### config.mk
export PLATFORM = sky130hd
export DESIGN_NAME = div_restoring_seq
export DESIGN_NICKNAME = d
export VERILOG_FILES = /design/src/rtl/div_pkg.sv /design/src/rtl/div_trial_sub.sv /design/src/rtl/div_restoring_seq.sv
export SDC_FILE = /design/constraint.sdc
export NUM_CORES = 1
export LEC_CHECK = 0
export ABC_AREA = 1
export BUFFER_PORTS_ARGS = -buffer_cell sky130_fd_sc_hd__buf_2
export CAP_MARGIN = 20
export CORE_MARGIN = 1.5
export CORE_UTILIZATION = 53
export DETAILED_ROUTE_END_ITERATION = 10
export GPL_TIMING_DRIVEN = 0
export HOLD_SLACK_MARGIN = 0.12
export PLACE_DENSITY = 0.78
export SETUP_SLACK_MARGIN = 0.15
export SYNTH_ARGS = -nofsm -noshare
export SYNTH_HDL_FRONTEND = slang
export SYNTH_SLANG_ARGS = --single-unit
export TNS_END_PERCENT = 20
### constraint.sdc
create_clock -name clk -period 4.1 [get_ports clk]
set_input_delay 0.82 -clock clk [delete_from_list [all_inputs] [get_ports clk]]
set_output_delay 0.82 -clock clk [all_outputs]
set_load 0.01 [all_outputs]
### src/rtl/div_pkg.sv
// Shared types and sizing helpers for the sequential restoring divider.
package div_pkg;

    localparam int DIV_WIDTH = 16;

    typedef enum logic [1:0] {
        IDLE,
        RUN,
        DONE
    } div_state_e;

    // Iteration counter must be able to hold the value WIDTH itself.
    function automatic int cnt_width(input int width);
        return $clog2(width + 1);
    endfunction

endpackage

### src/rtl/div_trial_sub.sv
// One restoring-division trial step: WIDTH+1-bit subtract producing the low difference bits and the borrow.
module div_trial_sub #(
    parameter int WIDTH = 16
) (
    input  logic [WIDTH:0]   minuend,
    input  logic [WIDTH:0]   subtrahend,
    output logic [WIDTH-1:0] diff,
    output logic             borrow
);

    logic [WIDTH:0] full_diff;

    assign full_diff = minuend - subtrahend;
    assign diff      = full_diff[WIDTH-1:0];
    assign borrow    = full_diff[WIDTH];

endmodule

### src/rtl/div_restoring_seq.sv
// Multi-cycle restoring divider, one trial subtraction per cycle; results appear with a one-cycle done pulse.
// Define DIV_SIGNED_EN for two's-complement operands (sign fix-up applied on entry to DONE).
module div_restoring_seq
    import div_pkg::*;
#(
    parameter int WIDTH = DIV_WIDTH
) (
    input  logic             clk,
    input  logic             rst,
    input  logic             start,
    input  logic [WIDTH-1:0] dividend,
    input  logic [WIDTH-1:0] divisor,
    output logic             busy,
    output logic             done,
    output logic [WIDTH-1:0] quotient,
    output logic [WIDTH-1:0] remainder,
    output logic             div_by_zero,
    output logic             ovfl
);

    localparam int CNT_W = cnt_width(WIDTH);

    div_state_e       state;
    logic [CNT_W-1:0] counter;
    logic [WIDTH-1:0] r_reg;
    logic [WIDTH-1:0] q_reg;
    logic [WIDTH-1:0] d_reg;

    logic [WIDTH-1:0] trial_diff;
    logic             trial_borrow;
    logic [WIDTH-1:0] r_next;
    logic [WIDTH-1:0] q_next;
    logic [WIDTH-1:0] q_result;
    logic [WIDTH-1:0] r_result;
    logic [WIDTH-1:0] dividend_mag;
    logic [WIDTH-1:0] divisor_mag;

    wire accept    = (state == IDLE) && start;
    wire last_iter = (state == RUN) && (counter == CNT_W'(1));

    // The shifted partial remainder is {R, Q msb}; the extra bit keeps the borrow exact for large divisors.
    div_trial_sub #(.WIDTH(WIDTH)) u_trial_sub (
        .minuend    ({r_reg, q_reg[WIDTH-1]}),
        .subtrahend ({1'b0, d_reg}),
        .diff       (trial_diff),
        .borrow     (trial_borrow)
    );

    always_comb begin
        q_next = {q_reg[WIDTH-2:0], ~trial_borrow};
        r_next = trial_borrow ? {r_reg[WIDTH-2:0], q_reg[WIDTH-1]} : trial_diff;
    end

`ifdef DIV_SIGNED_EN
    logic neg_q;
    logic neg_r;
    logic ovfl_pend;

    // The core divides magnitudes; signs are reapplied when the result is committed.
    assign dividend_mag = dividend[WIDTH-1] ? -dividend : dividend;
    assign divisor_mag  = divisor[WIDTH-1]  ? -divisor  : divisor;
    assign q_result     = neg_q ? -q_next : q_next;
    assign r_result     = neg_r ? -r_next : r_next;

    // MIN / -1 already yields quotient MIN from the magnitude path; only the flag needs remembering.
    always_ff @(posedge clk or posedge rst) begin
        if (rst) begin
            neg_q     <= 1'b0;
            neg_r     <= 1'b0;
            ovfl_pend <= 1'b0;
            ovfl      <= 1'b0;
        end else if (accept) begin
            if (divisor == '0) begin
                ovfl <= 1'b0;
            end else begin
                neg_q     <= dividend[WIDTH-1] ^ divisor[WIDTH-1];
                neg_r     <= dividend[WIDTH-1];
                ovfl_pend <= (dividend == {1'b1, {(WIDTH-1){1'b0}}}) && (divisor == '1);
            end
        end else if (last_iter) begin
            ovfl <= ovfl_pend;
        end
    end
`else
    assign dividend_mag = dividend;
    assign divisor_mag  = divisor;
    assign q_result     = q_next;
    assign r_result     = r_next;
    assign ovfl         = 1'b0;
`endif

    // Outputs are only written on the edge that enters DONE, so they hold steady through RUN.
    always_ff @(posedge clk or posedge rst) begin
        if (rst) begin
            state       <= IDLE;
            counter     <= '0;
            r_reg       <= '0;
            q_reg       <= '0;
            d_reg       <= '0;
            busy        <= 1'b0;
            done        <= 1'b0;
            quotient    <= '0;
            remainder   <= '0;
            div_by_zero <= 1'b0;
        end else begin
            done <= 1'b0;
            case (state)
                IDLE: begin
                    if (start) begin
                        if (divisor == '0) begin
                            state       <= DONE;
                            done        <= 1'b1;
                            quotient    <= '1;
                            remainder   <= dividend;
                            div_by_zero <= 1'b1;
                        end else begin
                            state   <= RUN;
                            busy    <= 1'b1;
                            counter <= CNT_W'(WIDTH);
                            r_reg   <= '0;
                            q_reg   <= dividend_mag;
                            d_reg   <= divisor_mag;
                        end
                    end
                end
                RUN: begin
                    r_reg   <= r_next;
                    q_reg   <= q_next;
                    counter <= counter - CNT_W'(1);
                    if (last_iter) begin
                        state       <= DONE;
                        busy        <= 1'b0;
                        done        <= 1'b1;
                        quotient    <= q_result;
                        remainder   <= r_result;
                        div_by_zero <= 1'b0;
                    end
                end
                DONE: begin
                    state <= IDLE;
                end
                default: begin
                    state <= IDLE;
                end
            endcase
        end
    end

endmodule

### Word level (Yosys, flattened, before mapping)

Cells that the tools add are included.
Widths: inputs -> output; s select.

* flip-flop bits (word level): 90
* bits of input ports: 35
* output and inout bits: 36
* logic and storage cells: 62

* add/sub/neg operators: 2
* eq/ne operators: 6
* multiplexer cells: 33
* bitwise logic cells: 2
* reduce and logical (&&, ||, !) cells: 9

Operator list (count)
* $mux 16: 11
* $pmux 16 s2: 4
* $sub 17x16->17: 1
* $logic_not 16->1: 1
* $mux 5: 2
* $pmux 5 s2: 1
* $mux 1: 8
* $reduce_and 4->1: 2
* $mux 2: 3
* $ne 2x2->1 const B: 3
* $pmux 1 s2: 3
* $reduce_and 3->1: 2
* $eq 5x1->1 const B: 1
* $sub 5x1->5 const B: 1
* $pmux 2 s2: 1
* $eq 2x1->1 const B: 1
* $logic_not 2->1: 1
* $ne 2x1->1 const B: 1
* $not 1->1: 2
* $reduce_and 2->1: 1
* $reduce_bool 2->1: 1
* $logic_and 1x1->1: 1

### Logic depth before layout (Yosys ltp)

Gate-level depths: netlist of the first run.

* word-level depth: 4
* mapped depth: 17

### By module

Synthesis of the first run repeated with hierarchy kept, for this count alone.

* cells, all modules: 775
* area, all modules: 5393.9 µm²

Modules (own cells, without submodules)
* div_restoring_seq: instances 1, cells an instance 558, area an instance 4339.2 µm²
* div_trial_sub: instances 1, cells an instance 217, area an instance 1054.8 µm²

### Worst setup path after synthesis of the first run

Ideal clock, no wire load.

* kind: register -> register
* from: reg q_reg[15]
* to: reg remainder[15]
* setup time: 0.113 ns
* arrival: 1.933 ns
* required time: 3.987 ns
* slack: 2.054 ns
* stages on the path, launching flop included: 17
* buffers on the path: 1
* path through: dfrtp_1 inv_1 ha_1 fa_1 inv_1 nand2_1 nand2_1 nand3_1 nand2_2 nand2_2 nand3_1 nand2_4 buf_12 nand3_2 nand3_1 nand2_1 inv_1

* longest elaborated chain between the ends: 4

Ends and longest elaborated chain
* from (decl): RTL line div_restoring_seq.sv:26 `logic [WIDTH-1:0] q_reg;`
* from (signal assigned): RTL line div_restoring_seq.sv:121 `q_reg <= dividend_mag;`
* from (signal assigned): RTL line div_restoring_seq.sv:128 `q_reg <= q_next;`
* $sub 17x16->17: RTL line div_trial_sub.sv:13 `assign full_diff = minuend - subtrahend;`
* $mux 16: RTL line div_restoring_seq.sv:51 `r_next = trial_borrow ? {r_reg[WIDTH-2:0], q_reg[WIDTH-1]} : trial_diff;`
* $mux 16: RTL line div_restoring_seq.sv:130 `if (last_iter) begin`
* $pmux 16 s2: RTL line div_restoring_seq.sv:107 `case (state)`
* to (signal assigned): RTL line div_restoring_seq.sv:114 `remainder <= dividend;`
* to (signal assigned): RTL line div_restoring_seq.sv:135 `remainder <= r_result;`
* to (decl): RTL line div_restoring_seq.sv:16 `output logic [WIDTH-1:0] remainder,`

No other way between the ends. The select of a mux whose other input is x is not followed.
A chain may end at the register's enable or synchronous reset.

### Worst setup path after layout of the first run

* from: reg q_reg[15]
* to: reg remainder[10]

The elaborated chain is that of the path after synthesis.

==> results of run 1 <==
-- worst max-delay path: cells and delay by family (launching register included) --
| kind | cells | cell delay, ps |
|---|---|---|
| adder cells (fa/ha/maj) | 2 | 660 |
| buffers and inverters | 4 | 410 |
| AND/OR/NAND/NOR | 11 | 970 |
| flip-flops | 1 | 370 |
-- layout by cell type, fill, tap and decap left out, types with 4 or more instances in the layout --
cell / Yosys / routed
nand2_1: 188 / 188
inv_2: 5 / 5
dfrtp_1: 90 / 90
o21ai_0: 48 / 48
nand3_1: 64 / 64
ha_1: 18 / 18
clkbuf_1: 9 / 9
nand4_1: 4 / 4
nor2_1: 43 / 43
inv_1: 107 / 106
xor2_1: 6 / 6
nand3_2: 18 / 18
a21oi_1: 26 / 26
clkbuf_8: 1 / 12
a31oi_1: 16 / 16
buf_2: 8 / 77
or2_2: 16 / 16
nand2_2: 8 / 8
-- power by group --
group          total [W]  internal, W  leakage [nW]  switching (W)
clock network   0.000596     0.000256        0.0961       0.000340
logic            0.00332      0.00118          2.01        0.00214
registers        0.00148      0.00128          1.07       0.000194
-- final timing paths --
check	startpoint	to	slack (ps)	depth (start not counted)
min in group clk	busy	busy	480	2
worst min register to register	busy	busy	480	2
worst min-delay path	rst	d_reg[4]	410	2
worst max register to register	q_reg[15]	remainder[10]	1640	17
worst max-delay path	q_reg[15]	remainder[10]	1640	17
max in group asynchronous	rst	quotient[8]	3050	3
-- cells by family (layout without fill, tap and decap cells) --
kind of cell / Yosys count / in the layout / share of synthesized area, %
and+or+nand+nor: 350 / 350 / 30.3
buffers and inverters: 140 / 226 / 11.5
AOI/OAI and AO/OA: 98 / 98 / 10.3
DFF: 90 / 90 / 42.2
adders and majority gates: 19 / 19 / 4.59
xor gates and xnor gates: 7 / 7 / 1.15
other: 1 / 1 / 0.0702
-- metrics by stage --
stage | total power [W] | instance area, sq um | cells
after floorplan | 0.00390 | 5340 | 705
after global placement | 0.00468 | 5850 | 907
after detailed placement | 0.00478 | 5880 | 908
after CTS | 0.00538 | 6070 | 924
after global routing | 0.00586 | 6070 | 924
final | 0.00539 | 6070 | 924
-- layout make-up --
type | count | area, sq um
Tap cell | 133 | 166
Fill cell | 932 | 3700
Multi-Input combinational cell | 475 | 2480
Inverter | 113 | 427
Clock buffer | 11 | 151
Timing Repair Buffer | 70 | 373
Clock inverter | 5 | 35.0
Sequential cell | 90 | 2250
Buffer | 27 | 188
-- per-layer routing --
| layer | vias up | GRT usage [%] |
|---|---|---|
| met1 | 2214 | 36.0 |
| met3 | 18 | 5.04 |
| met2 | 163 | 45.8 |
| met5 | - | 0 |
| met4 | 0 | 8.52 |
| li1 | 2391 | - |
==> out/metrics.cfg, run 1 <==
[critical_path]
cp_max_fo = 10
crit_path_frequent_cell = nand2_2
crit_required_ps = 4410
crit_chain = inv_1, ha_1, fa_1, inv_1, nand2_1, nand2_1, nand3_1, nand2_2, nand2_2, nand2_2, nand2_2, nand2_4, buf_12, nand3_2, nand3_1, nand2_1, inv_1
slowest_stage = fa_1
cp-start-kind = flop
cp.arrival_ps = 2770
crit_type = flop to flop
slowest_delay_ps = 430
critPathCaptureType = flop

[grt]
grt_overflow_total = 0
track_usage_pct = 27.3
grt_max_degree = 66
antenna_found_initial = 0
grt_pass1_vias = 4664
grt_first_pass_wirelength_microns = 22000

[synthesis]
yosys.area.top_type_share_pct = 42.2
synth_edf_count = 0
synth_area_leader_cell = dfrtp_1
ys_top_cells_by_area = dfrtp_1, nand2_1, inv_1, nand3_1, o21ai_0
synth_common_cells = nand2_1, inv_1, dfrtp_1, nand3_1, o21ai_0
synth_cells = 705
ys_seq_elements = 90
synthFlopType = dfrtp_1
synth_area_sq_um = 5340
syn-num-nets = 759
synth_cell_types = 38
syn_avg_cell_area_sq_um = 7.58
yosys.cell_count.top_type = nand2_1
yosysSeqAreaShare_pct = 42.2
yosys_warnings = 0
synthArstFlopShare_pct = 100

[clock_tree]
clock-sinks = 90
clk_path_buf_depth = 2
path_clk_slew_ps = 100
cts_root_buffer = clkbuf_8
postCtsHoldBufs = 0
htree_levels = 3
insertion_delay_ps = 370
cts_resized = 0
post-cts-setup-buffers = 0
cts_tree = yes
cts_made_buffers = 9

[sta]
worstMarginPinSlew_ps = 536
drv_slew = 0
min_period_ps = 2460
finalCritPeriodShare_pct = 60.0
relSlewSlack_pct = 64.2
fmax_mhz = 406
final_hold_viol_count = 0
finalClockSkew_ps = 10.0
worst_slack_ps = 1640
whs_ps = 411
rsz0062_at_grt = false
setup_tns_ps = 0
setup_viol = 0

[routing]
wirelength_microns = 13800
wl_met2_microns = 6480
wl_per_cell_microns = 14.9
final_antenna_net_count = 0
num_vias = 4786
dr.pass1.iters = 5
met3_length_microns = 915
vias_per_cell = 5.18
top_layer = met4
drtIter0Drc = 276
remaining_drc_errors = 0
route.layer.met1.wl_microns = 6150

[die]
initial_utilization_pct = 54.7
fp-row-count = 36
die_height_microns = 103
core-area_sq_um = 9770
die_area_sq_um = 10700
die_x_microns = 103
pin_count = 71

[layout]
fin_util_pct = 62.1
fin_nets = 840
synthToLayoutAreaGrowth_pct = 13.6
layout-drive-gt1-share_pct = 20.1
diodes = 0

[run_status]
outcome = finished clean

[power_and_ir_drop]
p_leak_nw = 3.18
power_per_cell_area_nw_per_um2 = 888
peakVddDrop_uv = 369

[place]
globalplace.congestion = 0.917
io_buffers = 69
place_ws_ps = 1500
dp_hpwl_microns = 10500

[flow_run]
maxCapViolations = 0

[hold_path]
hold_class = input pin to asynchronous set/reset pin

No activity file was read; power rests on OpenSTA's default activity.
==> run 2: changes to the inputs <==
Settings changed: PLACE_DENSITY 0.78 to 0.81.
Clock period 4.1 ns to 2.05 ns, I/O delays scaled along.
==> out/metrics.cfg, run 2 (same netlist as run 1, synthesis figures left out) <==
[clock_tree]
cts_root_buffer = clkbuf_8
cts_tree = yes
path_clk_slew_ps = 100
insertion_delay_ps = 380
htree_levels = 3
cts_made_buffers = 9
clock-sinks = 90
clk_path_buf_depth = 2

[power_and_ir_drop]
seq_power_share_pct = 24.6
p_sw_share_pct = 48.9
p_switching_w = 0.00598
clock_power_share_pct = 10.6
p_leak_nw = 3.35
power_per_cell_area_nw_per_um2 = 1850
internal_power_w = 0.00624
peakVddDrop_uv = 964
pwr-share-comb_pct = 64.8

[grt]
grt_first_pass_wirelength_microns = 23200
grt_max_degree = 44
antenna_found_initial = 0
grt_pass1_vias = 4864
grt_overflow_total = 0
track_usage_pct = 28.9

[critical_path]
crit_family = simple AND/OR/NAND/NOR gates
slowest_stage = dfrtp_1
r2r_slack_ps = -170
startpoint = d_reg[0]
crit_path_frequent_cell = nand2_2
critPathCaptureType = flop
slowest_delay_ps = 420
r2r-start = d_reg[0]
crit_type = flop to flop
cp.arrival_ps = 2540
crit_chain = ha_4, fa_2, inv_2, nand2_2, nand2_2, nand3_2, nand2_2, nand2_4, nand2_4, nand2_2, nand2_4, buf_12, nand3_1, nand3_2, nand2_1, inv_1
crit_end = remainder[7]
cp-start-kind = flop
cp_max_fo = 6
crit_required_ps = 2370
critPathBufInv = 3
worstReg2RegEnd = remainder[7]
ff2ff_path_depth = 16
crit_cells = 16

[layout]
fin_util_pct = 67.4
fin_nets = 855
final_common_cell = nand2_1
most-common-layout-cells = nand2_1, inv_1, dfrtp_1
nFillCells = 815
layout-drive-gt1-share_pct = 27.4
diodes = 0
fin_area_sq_um = 6590
synthToLayoutAreaGrowth_pct = 23.3

[run_status]
violations = negative setup slack
outcome = finished, violations left

[place]
io_buffers = 69
dp_hpwl_microns = 10700
globalplace.congestion = 0.933
placed_area_sq_um = 5900

[die]
die_height_microns = 103
die_x_microns = 103
die_area_sq_um = 10700
pin_count = 71
fp-row-count = 36
initial_utilization_pct = 54.7
core-area_sq_um = 9770

[routing]
remaining_drc_errors = 0
dr.pass1.iters = 5
num_vias = 5087
route.layer.met1.wl_microns = 6150
wl_per_cell_microns = 16.1
met3_length_microns = 1140
wirelength_microns = 15100
wl_met2_microns = 7490
drtIter0Drc = 372
vias_per_cell = 5.42
final_antenna_net_count = 0
top_layer = met4

[sta]
worst_slack_ps = -172
finalClockSkew_ps = 9.88
fmax_mhz = 450
finalCritPeriodShare_pct = 108
rsz0062_at_grt = true
relSlewSlack_pct = 63.5
final_hold_viol_count = 0
worstMarginPinSlew_ps = 546
min_period_ps = 2220
drv_slew = 0
setup_viol = 33

[hold_path]
hold_class = input pin to flop

[flow_run]
maxCapViolations = 0

-- run 2: cell count changes in the layout (fill, tap and decap cells not counted), sizes merged --
cell,change
buf,+10
inv,-1
clkinv,-1
dlygate4sd3,+1
clkbuf,+4
clkinvlp,+1
bufinv,+1
-- run 2: area by class of cell --
cell class	count	area [sq um]	area share, %
plain buffers	27	203	3.08
clock buffers	11	141	2.15
clock inverters	5	60.1	0.911
inverters	113	428	6.49
multi-input cells	475	2800	42.4
flip-flops and latches	90	2250	34.2
well taps	133	166	2.53
repair buffers	85	543	8.24
-- run 2: worst min-delay path by stage --
stage / start / end / cells after the start
2_1_floorplan: d_reg[0] / d_reg[0] / 2
3_3_place_gp: busy / busy / 2
3_5_place_dp: busy / busy / 2
4_1_cts: divisor[8] / d_reg[8] / 3
5_1_grt: divisor[9] / d_reg[9] / 3
6_report: divisor[8] / d_reg[8] / 3
-- run 2: power by group through the flow --
stage | Sequential [W] | Combinational (W) | Clock [W]
after floorplan | 0.00304 | 0.00475 | 0
after global placement | 0.00294 | 0.00641 | 0
after detailed placement | 0.00298 | 0.00657 | 0
after CTS | 0.00296 | 0.00726 | 0.00131
after global routing | 0.00307 | 0.00875 | 0.00137
final | 0.00300 | 0.00791 | 0.00130
-- run 2: repair_timing --
item	in CTS	in global routing
setup endpoints to repair	42	84
cloned	0	1
hold buffers	1	0
buffers inserted	12	0
gates resized for setup	26	47
endpoints found under the hold margin	18	0
pin swaps	9	9
-- run 2: stage by stage --
stage	setup WS (ps)	hold slack (ps)	instances	total power, W	TNS (ps)
2_1_floorplan	4.02	446	705	0.00779	0
3_5_place_dp	-351	462	909	0.00955	-9600
4_1_cts	-130	242	938	0.0115	-1990
6_report	-172	242	939	0.0122	-2910
3_3_place_gp	-314	455	907	0.00935	-8140
5_1_grt	-251	255	939	0.0132	-5630
-- run 2: worst register-to-register path, delay by kind of cell, from the launching register on --
kind | cells | cell delay, ps
flops | 1 | 420
buf+inv | 3 | 260
fa+ha+maj | 2 | 540
simple gates | 11 | 940
-- run 2: layer usage --
metal | track usage, % | up-vias
li1 | - | 2416
met3 | 5.38 | 35
met4 | 10.8 | 0
met1 | 36.9 | 2410
met5 | 0 | -
met2 | 48.9 | 226
